`config.mk`:
```
export PLATFORM = sky130hd
export DESIGN_NAME = ptr_sync_gray
export DESIGN_NICKNAME = d
export VERILOG_FILES = /design/src/rtl/ptr_sync_pkg.sv /design/src/rtl/ptr_sync_gray_sync_bit_chain.sv /design/src/rtl/ptr_sync_gray.sv
export SDC_FILE = /design/constraint.sdc
export NUM_CORES = 1
export LEC_CHECK = 0
export ABC_AREA = 0
export CORE_MARGIN = 2
export CORE_UTILIZATION = 25
export CTS_CLUSTER_DIAMETER = 200
export DETAILED_ROUTE_END_ITERATION = 10
export SLEW_MARGIN = 15
export SYNTH_ARGS = -nofsm -noshare
export SYNTH_HDL_FRONTEND = slang
export SYNTH_SLANG_ARGS = --single-unit
```
`constraint.sdc`:
```
create_clock -name CLK -period 2.6 [get_ports CLK]
set_clock_uncertainty 0.1 [all_clocks]
set_input_delay 0.65 -clock CLK [delete_from_list [all_inputs] [get_ports CLK]]
set_output_delay 0.65 -clock CLK [all_outputs]
set_load 0.02 [all_outputs]
```
`src/rtl/ptr_sync_pkg.sv`:
```
// Shared constants and helpers for the Gray pointer synchronizer.
// The optional gray-error checker is enabled by PTR_SYNC_GRAY_ERR_CHECK_EN (see ptr_sync_gray).
package ptr_sync_pkg;

    localparam int PTR_SYNC_MIN_STAGES = 2;
    localparam int PTR_SYNC_MAX_STAGES = 4;
    localparam int PTR_SYNC_MIN_WIDTH  = 2;
    localparam int PTR_SYNC_MAX_WIDTH  = 16;

    // Gray to binary at the widest supported width; narrower pointers are
    // zero-extended, which leaves the low bits of the result unchanged.
    function automatic logic [PTR_SYNC_MAX_WIDTH-1:0] gray_to_bin(
        input logic [PTR_SYNC_MAX_WIDTH-1:0] gray
    );
        logic [PTR_SYNC_MAX_WIDTH-1:0] bin;
        bin = '0;
        bin[PTR_SYNC_MAX_WIDTH-1] = gray[PTR_SYNC_MAX_WIDTH-1];
        for (int i = PTR_SYNC_MAX_WIDTH - 2; i >= 0; i--) begin
            bin[i] = bin[i+1] ^ gray[i];
        end
        return bin;
    endfunction

endpackage

```
`src/rtl/ptr_sync_gray_sync_bit_chain.sv`:
```
// Single-bit synchronizer: STAGES flops back to back, nothing in between.
module sync_bit_chain
    import ptr_sync_pkg::*;
#(
    parameter int STAGES = 2
) (
    input  logic CLK,
    input  logic RST,
    input  logic d,
    output logic q
);

    if (STAGES < PTR_SYNC_MIN_STAGES || STAGES > PTR_SYNC_MAX_STAGES) begin : g_bad_stages
        $error("sync_bit_chain: STAGES=%0d outside legal range", STAGES);
    end

    logic [STAGES-1:0] chain;

    // Shift the raw input through the flop chain; async clear on reset.
    always_ff @(posedge CLK or negedge RST) begin
        if (!RST) begin
            chain <= '0;
        end else begin
            chain <= {chain[STAGES-2:0], d};
        end
    end

    assign q = chain[STAGES-1];

endmodule

```
`src/rtl/ptr_sync_gray.sv`:
```
// Gray-coded pointer synchronizer with registered binary decode, wrapping
// advance (ptr_delta) and a one-cycle change pulse.
// Define PTR_SYNC_GRAY_ERR_CHECK_EN to build the sticky multi-bit-change
// checker (gray_err / err_clr); otherwise gray_err is tied low.
module ptr_sync_gray
    import ptr_sync_pkg::*;
#(
    parameter int WIDTH  = 4,
    parameter int STAGES = 2
) (
    input  logic             CLK,
    input  logic             RST,
    input  logic [WIDTH-1:0] async_gray,
    input  logic             err_clr,
    output logic [WIDTH-1:0] sync_gray,
    output logic [WIDTH-1:0] sync_bin,
    output logic [WIDTH-1:0] ptr_delta,
    output logic             ptr_changed,
    output logic             gray_err
);

    if (WIDTH < PTR_SYNC_MIN_WIDTH || WIDTH > PTR_SYNC_MAX_WIDTH) begin : g_bad_width
        $error("ptr_sync_gray: WIDTH=%0d outside legal range", WIDTH);
    end
    if (STAGES < PTR_SYNC_MIN_STAGES || STAGES > PTR_SYNC_MAX_STAGES) begin : g_bad_stages
        $error("ptr_sync_gray: STAGES=%0d outside legal range", STAGES);
    end

    // Synchronizer stage: every bit crosses through its own chain.
    for (genvar i = 0; i < WIDTH; i++) begin : g_chain
        sync_bit_chain #(.STAGES(STAGES)) u_chain (
            .CLK (CLK),
            .RST (RST),
            .d   (async_gray[i]),
            .q   (sync_gray[i])
        );
    end

    // Decode stage: binary value of the synchronized pointer.
    logic [WIDTH-1:0] bin_next;
    logic             bin_upd;
    logic             primed;

    assign bin_next = WIDTH'(gray_to_bin(PTR_SYNC_MAX_WIDTH'(sync_gray)));
    assign bin_upd  = (bin_next != sync_bin);

    // Register the decode; the first change after reset only primes and reports zero advance.
    always_ff @(posedge CLK or negedge RST) begin
        if (!RST) begin
            sync_bin    <= '0;
            ptr_delta   <= '0;
            ptr_changed <= 1'b0;
            primed      <= 1'b0;
        end else begin
            ptr_changed <= bin_upd;
            if (bin_upd) begin
                sync_bin  <= bin_next;
                ptr_delta <= primed ? (bin_next - sync_bin) : '0;
                primed    <= 1'b1;
            end
        end
    end

`ifdef PTR_SYNC_GRAY_ERR_CHECK_EN
    logic [WIDTH-1:0] prev_gray;
    logic [WIDTH-1:0] gray_diff;
    logic             multi_bit;

    assign gray_diff = sync_gray ^ prev_gray;
    assign multi_bit = |(gray_diff & (gray_diff - WIDTH'(1)));

    // Sticky error on any multi-bit step; a new error wins over a clear on the same edge.
    always_ff @(posedge CLK or negedge RST) begin
        if (!RST) begin
            prev_gray <= '0;
            gray_err  <= 1'b0;
        end else begin
            prev_gray <= sync_gray;
            if (primed && multi_bit) begin
                gray_err <= 1'b1;
            end else if (err_clr) begin
                gray_err <= 1'b0;
            end
        end
    end
`else
    logic unused_err_clr;

    assign unused_err_clr = err_clr;
    assign gray_err       = 1'b0;
`endif

endmodule
```
==> metrics.md <==
| Metric | Value |
|---|---|
| WL final | `1130 um` |
| All-Layer GR Usage | `7.51%` |
| Via count | `460` |
| Cells after Synth | `64` |
| Power per cell area | `848 nW/um^2` |
| Final instance area | `975 sq um` |
| CP peak stage delay | `0.46 ns` |
| Final hold slack | `0.256 ns` |
| Synth area leader | `dfrtp_1` |
| Register Area | `450 sq um` |
| Clock sinks | `18` |
| CP Launch Type | `flip-flop` |
| CP top delay family | `XOR/XNOR gates` |
| Comb pwr share | `39.5%` |
| Fmax achieved | `447 MHz` |
| Clk_lat worst skew | `0.28 ns` |
| Vert. Die Dim | `59.4 um` |
| Final setup margin | `0.361 ns` |
| Post-route antenna net violation count | `0` |
| Register share of total power | `44.3%` |
| Synthesized flop and latch total | `18` |
| CTS root buffer | `clkbuf_4` |
| Dpl ws | `0.351 ns` |
| Post_cts resized | `0` |
| Worst Path Buf+Inv | `0` |
| Residual DRC | `0` |
| Sw power | `279 uW` |
| Layout Nets | `93` |
| DRT iter0 DRCs | `0` |
| Post-Syn Area per Cell | `12.0 sq um` |
| Vias in the first global route | `451` |
| Fillers | `304` |
| Clk buf depth | `2` |
| Worst vdd ir | `0.271 mV` |
| Commonest non-fill, non-tap cells in the layout | `dfrtp_1, clkdlybuf4s50_1, nand2_1` |
| Status | `finished, final reports clean` |
| CTS Buf Count | `3` |
| Synth cell types | `21` |
| Initial antenna violation count | `0` |
| Setup_tns | `0 ns` |
| TritonCTS clock tree | `built` |
| Max_cap viols | `0` |
| Switching share of power | `33.8%` |
| Dpl cell area | `952 sq um` |
| Unrepaired setup endpoints after global routing | `no` |
| First-pass GRT wire length | `1980 um` |
| WP data arrival | `2.34 ns` |
| Setup bufs post-CTS | `0` |
| Share of layout cells above drive strength 1 | `11.3%` |
| CP max stage cell | `dfrtp_1` |
| Final HPWL DP | `888 um` |
| Number of I/O port buffers | `18` |
| Worst setup EP type | `flip-flop` |
| Final Max Tran Viols | `0` |
| Endpoints failing hold | `0` |
| Hold Buf Count CTS | `0` |
| Tmin final | `2.24 ns` |
| Clock network power share | `16.1%` |
| Row count | `20` |
| Yosys top cell area share | `58.7%` |
| Top post-synthesis cells by area | `dfrtp_1, buf_4, ha_1` |
| GP Congestion | `0.766` |
| CP Max Fanout | `4` |
| Die width | `59.4 um` |
| Hold WC Path Type | `reg2reg` |
| Final setup violating endpoints | `0` |
| Clock-pin slew on the worst setup and hold paths | `0.10 ns` |
| Power Internal | `547 uW` |
| Final global-route overflow total | `0` |
| Setup Crit Path Kind | `reg2reg` |
| Largest net degree at the start of global routing | `19` |
| Starting Density | `25.8%` |
| Multi-input gate area | `243 sq um` |
| WL/cell | `10.0 um` |
| Critical Path, Cell by Cell | `xor2_2, xnor2_2, xor2_2, ha_1, fa_1, xor2_1, o31ai_1` |
| Drt via density | `4.07` |
| Syn Nets | `75` |
| Synth Warn # | `0` |
| Crit path top cell by count | `xor2_2` |
| Leak Pwr | `0.000432 uW` |
| Seq/Total Area, Yosys | `58.7%` |
| Antenna diode count | `0` |
| CTS H-tree depth | `1` |
| Final period util | `86.1%` |
| Mapped Area | `767 sq um` |
| I/O Pins | `21` |
| Required time of the worst setup path | `2.70 ns` |
| Full die area | `3530 sq um` |
| Drt pass-1 iters | `1` |
| CORE AREA | `2980 sq um` |
| Synth-to-Final Area Change | `27.1%` |
through the flow:
stage,total power (uW),util [%],instances
after floorplan,563,-,64
after global placement,698,32.0,110
after detailed placement,707,32.0,110
after CTS,841,32.7,113
after global routing,885,32.7,113
final,826,32.7,113
power groups by stage:
stage	Combinational, uW	Clock, uW	Sequential [uW]
after global placement	325	0	373
after floorplan	131	0	432
after detailed placement	333	0	374
final	327	133	366
after CTS	333	140	368
after global routing	354	154	377
final cells by class:
cell class | count | share of cell area, %
Timing Repair Buffer | 20 | 20.0
Inverter | 6 | 2.31
Tap cell | 33 | 4.24
Multi-Input combinational cell | 33 | 24.9
Clock buffer | 3 | 2.31
Sequential cell | 18 | 46.2
cell families after synthesis:
| logic type | synth area share [%] |
|---|---|
| xor gates and xnor gates | 8.65 |
| other | 0.489 |
| adders and majority gates | 7.50 |
| AOI/OAI and AO/OA | 6.69 |
| and+or+nand+nor | 8.32 |
| DFF | 58.7 |
| buffers and inverters | 9.62 |
sequential cells by signal, indices dropped and copies added (netlist names):
name                   flops
ptr_changed                1
ptr_delta                  4
sync_bin                   4
primed                     1
g_chain.u_chain.chain      8
routing by layer:
layer  wire (um)  share of wire [%]  global-route usage [%]  vias up
met3          61                5.4                    2.62        0
li1            -                  -                       -      230
met2         511                 45                    11.5       14
met1         557                 49                    10.2      216
met5           0                  0                       0        -
met4           0                  0                    1.95        0
cells in the mapped netlist (all sizes together):
| master | n |
|---|---|
| inv | 6 |
| ha | 3 |
| xor2 | 4 |
| o31ai | 2 |
| nand4 | 1 |
| a21o | 1 |
| nand3 | 2 |
| nor2 | 4 |
| conb | 1 |
| fa | 1 |
| o21ai | 3 |
| nor2b | 1 |
| xnor2 | 1 |
| dlygate4sd1 | 1 |
| dfrtp | 18 |
| nand2 | 7 |
| a21oi | 2 |
| buf | 6 |
worst paths after layout:
| check | endpoint | start | slack [ns] | cells after the start |
|---|---|---|---|---|
| min in group asynchronous | g_chain[1].u_chain.chain[0] | RST | 0.58 | 2 |
| worst max-delay path | ptr_delta[2] | g_chain[3].u_chain.chain[1] | 0.36 | 7 |
| worst min-delay path | g_chain[0].u_chain.chain[1] | g_chain[0].u_chain.chain[0] | 0.26 | 0 |
| worst min register to register | g_chain[0].u_chain.chain[1] | g_chain[0].u_chain.chain[0] | 0.26 | 0 |
| worst max register to register | ptr_delta[2] | g_chain[3].u_chain.chain[1] | 0.36 | 7 |
| max in group asynchronous | g_chain[3].u_chain.chain[0] | RST | 1.62 | 2 |
Power figures use the tool's default switching activity.
==> edit 1: new RTL, config.mk and constraints unchanged <==
`STAGES` is set to 2 in 2 places; all go to 4.
--- a/src/rtl/ptr_sync_gray_sync_bit_chain.sv
+++ b/src/rtl/ptr_sync_gray_sync_bit_chain.sv
@@ -2,7 +2,7 @@
 module sync_bit_chain
     import ptr_sync_pkg::*;
 #(
-    parameter int STAGES = 2
+    parameter int STAGES = 4
 ) (
     input  logic CLK,
     input  logic RST,
--- a/src/rtl/ptr_sync_gray.sv
+++ b/src/rtl/ptr_sync_gray.sv
@@ -6,7 +6,7 @@
     import ptr_sync_pkg::*;
 #(
     parameter int WIDTH  = 4,
-    parameter int STAGES = 2
+    parameter int STAGES = 4
 ) (
     input  logic             CLK,
     input  logic             RST,
Function: changed (Yosys sat finds a counterexample within 4 cycles, from zero or initial values and one cycle with RST low).
==> edit 1 against the unedited design <==
- routed wire length grew 22%
- sequential cell count rose by 8
- final area up 27%
- via count is 12% higher
- setup slack worse by 0.14 ns
- synthesized area rose by 26%
- count of clock-buffer cells in the layout is the same
- power rose by 40%
- critical endpoint is now ptr_delta[3]
- largest power group unchanged
==> edit 1: results (changes against the unedited design) <==
Clock tree
  • Register clock-pin slew on the reported worst setup and hold paths: 0.09 ns
  • # resized after CTS: 0 (unchanged)
  • Max clock buf depth: 2 (unchanged)
  • Clock latency on the worst-skew pair: 0.27 ns
  • Root Buffer Master: clkbuf_8
  • Post-CTS setup buffer count: 0 (unchanged)
  • CTS Buf Count: 3 (unchanged)
  • H-tree levels: 1 (unchanged)

Pwr
  • Pleak: 0.547 nW (+27%)
  • VDD IR-drop max: 0.414 mV (+53%)
  • P_int: 828 uW (+51%)

Drt
  • Iter 0 DRT Violations: 15 (+15)
  • Drt first pass iters: 4 (+3)
  • Routed WL: 1380 um (+22%)
  • DR vias: 516 (+12%)

Outcome
  • Status: finished clean

Global routing
  • GR Util All Layers: 0.0707 (-0.00438)
  • First-pass GRT wire length: 2350 um (+19%)
  • Vias in the first global route: 546 (+21%)
  • Largest net degree at the start of global routing: 27 (+8)
  • Initial antenna violation count: 0 (unchanged)
  • Total grt overflow: 0 (unchanged)

Worst setup path
  • CP startpoint: g_chain[3].u_chain.chain[3]
  • Critical Path AT: 2.44 ns (+0.10 ns)
  • Max FO, Critical Path: 7 (+3)

Logic synthesis
  • Sequential-to-total area share from yosys stat: 0.673 (+0.0854)
  • FFs w/ async S/R, synth: 1.00 (unchanged)
  • Synth Flop Type: dfrtp_1
  • Yosys cell types: 21 (unchanged)
  • Synth area leaders: dfrtp_1, buf_4, ha_1
  • Syn nets: 83 (+11%)
  • Top cells by count, synth: dfrtp_1, nand2_1, inv_1
  • Synth Warn #: 0 (unchanged)

Placed design
  • PortBufs: 18 (unchanged)
  • Post-DP HPWL: 1040 um (+17%)
  • Routability congestion estimate: 0.692 (-9.7%)

Final layout
  • Antenna diodes: 0 (unchanged)
  • Nets@finish: 101 (+8.6%)
  • Max reg flops: 16 (+8)
  • Fraction of layout cells with a size suffix above 1: 0.112 (-0.000140)
  • Largest registers: g_chain.u_chain.chain: 16 flops, ptr_delta: 4 flops, sync_bin: 4 flops

Worst hold path
  • Hold_sp: g_chain[2].u_chain.chain[2]
  • Worst hold path class: reg -> reg
## edit 1: cell types whose count changed in the layout (fill, tap and decap cells not counted)
| cell | delta |
|---|---|
| bufinv_16 | +1 |
| clkbuf_4 | -3 |
| clkbuf_8 | +3 |
| dfrtp_1 | +8 |
## edit 1: power by group through the flow
stage	registers, mW	clock network, mW	logic (mW)
global route	0.512	0.348	0.355
detailed placement	0.511	0	0.330
CTS	0.503	0.340	0.330
floorplan	0.566	0	0.131
finish	0.500	0.326	0.326
global placement	0.508	0	0.326
## edit 1: routing by layer
metal / GRT usage / routed length, um / part of all wire
met3: 0.0324 / 92 / 0.067
met4: 0.0204 / 11 / 0.0080
met1: 0.0901 / 611 / 0.44
met5: 0 / 0 / 0
met2: 0.108 / 662 / 0.48
## edit 1: worst paths after layout
path | end | slack [ns] | cells past startpoint
max in group asynchronous | sync_bin[3] | 1.52 | 2
setup / recovery | ptr_delta[3] | 0.22 | 9
setup reg to reg | ptr_delta[3] | 0.22 | 9
hold / removal | g_chain[2].u_chain.chain[3] | 0.26 | 0
hold reg to reg | g_chain[2].u_chain.chain[3] | 0.26 | 0
min in group asynchronous | g_chain[0].u_chain.chain[0] | 0.64 | 2
## edit 1: per-stage QoR
step           std cells  hold WS (ns)  cell area, um^2  setup slack [ns]  utilization
2_1_floorplan         72         0.231              967             0.487            -
3_3_place_gp         133         0.235             1170             0.224        0.318
3_5_place_dp         133         0.238             1170             0.200        0.318
4_1_cts              137         0.256             1240             0.180        0.337
5_1_grt              137         0.267             1240            0.0365        0.337
6_report             137         0.255             1240             0.220        0.337
## edit 1: logic make-up (layout without fill, tap and decap cells)
family,count (synthesis),count (layout),share of synthesized area
xor+xnor,5,5,0.0686
flops,26,26,0.673
simple gates,15,15,0.0660
fa+ha+maj,4,4,0.0595
compound gates,8,8,0.0530
buf+inv,13,30,0.0763
other cells,1,1,0.00388
## edit 1: cell type report
class | instances | area, um^2
Clock buffer | 3 | 41.3
Clock inverter | 1 | 30.0
Fill cell | 387 | 2450
Inverter | 6 | 22.5
Multi-Input combinational cell | 33 | 243
Sequential cell | 26 | 651
Tap cell | 48 | 60.1
Timing Repair Buffer | 20 | 195
## edit 1: critical path, cell delays in order, from the launching register on
cell and delay (ns):
dfrtp_1 0.46, xor2_2 0.23, xnor2_2 0.28, xor2_2 0.13
ha_1 0.31, nand3_1 0.07, nor2_1 0.32, inv_1 0.17
nand4_1 0.12, nand3_1 0.07
==> edit 2: new RTL, same flow settings <==
Without the edit above. Put one more register stage on the output `sync_bin`. The value now appears one clock later. The other outputs are not delayed to match.
--- a/src/rtl/ptr_sync_gray.sv
+++ b/src/rtl/ptr_sync_gray.sv
@@ -18,6 +18,8 @@
     output logic             ptr_changed,
     output logic             gray_err
 );
+
+    logic [WIDTH-1:0] sync_bin_s0;
 
     if (WIDTH < PTR_SYNC_MIN_WIDTH || WIDTH > PTR_SYNC_MAX_WIDTH) begin : g_bad_width
         $error("ptr_sync_gray: WIDTH=%0d outside legal range", WIDTH);
@@ -42,20 +44,20 @@
     logic             primed;
 
     assign bin_next = WIDTH'(gray_to_bin(PTR_SYNC_MAX_WIDTH'(sync_gray)));
-    assign bin_upd  = (bin_next != sync_bin);
+    assign bin_upd  = (bin_next != sync_bin_s0);
 
     // Register the decode; the first change after reset only primes and reports zero advance.
     always_ff @(posedge CLK or negedge RST) begin
         if (!RST) begin
-            sync_bin    <= '0;
+            sync_bin_s0 <= '0;
             ptr_delta   <= '0;
             ptr_changed <= 1'b0;
             primed      <= 1'b0;
         end else begin
             ptr_changed <= bin_upd;
             if (bin_upd) begin
-                sync_bin  <= bin_next;
-                ptr_delta <= primed ? (bin_next - sync_bin) : '0;
+                sync_bin_s0 <= bin_next;
+                ptr_delta <= primed ? (bin_next - sync_bin_s0) : '0;
                 primed    <= 1'b1;
             end
         end
@@ -90,4 +92,8 @@
     assign gray_err       = 1'b0;
 `endif
 
+    always_ff @(posedge CLK) begin
+        sync_bin <= sync_bin_s0;
+    end
+
 endmodule
Formal check against the unedited RTL: not equivalent (Yosys sat finds a counterexample within 4 cycles, from zero or initial values and one cycle with RST low).
==> edit 2 against the unedited design <==
- synthesized cell count up 6.3%
- count of clock-buffer cells in the layout up 1
- power up 16%
- sequential cell count up 4
- final area up 11%
- sequential share of layout area up 2.7 points
- synthesized area up 10%
- setup slack better by 0.0091 ns
- routed wire length up 6.0%
- via count up 4.3%
- critical path type unchanged
- critical endpoint unchanged
==> edit 2: results (changes against the unedited design) <==
Outcome
  • Status: finished clean

STA
  • Fmax: 0.448 GHz (+0.41%)

Placed design
  • Routability congestion estimate: 0.753 (-1.7%)
  • Post-DP Area: 1050 um^2 (+10%)
  • Post-DP HPWL: 886 um (-0.25%)

Clock tree
  • Register clock-pin slew on the reported worst setup and hold paths: 0.12 ns (+0.02 ns)

Pwr
  • Net switching power: 303 uW (+8.4%)
  • Sequential share of power: 0.467 (+0.024)
  • Combinational Power Share: 0.341 (-0.054)
  • PwrDens: 882 nW/um^2 (+4.1%)
  • VDD IR-drop max: 0.535 mV (+97%)

Logic synthesis
  • Top cells by count, synth: dfrtp_1, nand2_1, inv_1
  • Sequential-to-total area share from yosys stat: 0.626 (+0.0390)
  • Synth Area in Compound Gates: 0.0606 (-0.00632)

Drt
  • Routed WL: 1200 um (+6.0%)
  • Met2 Wirelength: 517 um (+1.2%)
  • Iter 0 DRT Violations: 9 (+9)
  • Met1 Wirelength: 564 um (+1.3%)
  • Wire length on met3: 117 um (+92%)

Worst setup path
  • Critical Path AT: 2.36 ns (+0.02 ns)

Global routing
  • First-pass GRT wire length: 2220 um (+12%)
  • Met3 usage: 0.0489 (+0.0227)
  • Met1 GRT Util: 0.0958 (-0.00583)
  • Vias in the first global route: 505 (+12%)

Final layout
  • Nets@finish: 97 (+4.3%)
  • Fin util: 0.330 (+0.00298)
  • Filler cells: 330 (+8.6%)
  • Fraction of layout cells with a size suffix above 1: 0.118 (+0.00515)
## edit 2: cell count changes in the layout (fill, tap and decap cells not counted), sizes merged
cell    unedited run  this run
dfxtp              0         4
clkbuf             3         4
## edit 2: worst paths after layout
path | from | to | cells past startpoint
worst min-delay path | g_chain[1].u_chain.chain[0] | g_chain[1].u_chain.chain[1] | 0
max in group asynchronous | RST | g_chain[2].u_chain.chain[0] | 2
min in group asynchronous | RST | ptr_delta[0] | 2
worst max-delay path | g_chain[3].u_chain.chain[1] | ptr_delta[2] | 7
worst min register to register | g_chain[1].u_chain.chain[0] | g_chain[1].u_chain.chain[1] | 0
worst max register to register | g_chain[3].u_chain.chain[1] | ptr_delta[2] | 7
## edit 2: cell type report
cell class | count | share of cell area
well taps | 46 | 0.0531
repair buffers | 20 | 0.180
inverters | 6 | 0.0208
multi-input cells | 33 | 0.224
flip-flops and latches | 22 | 0.489
clock buffers | 4 | 0.0334
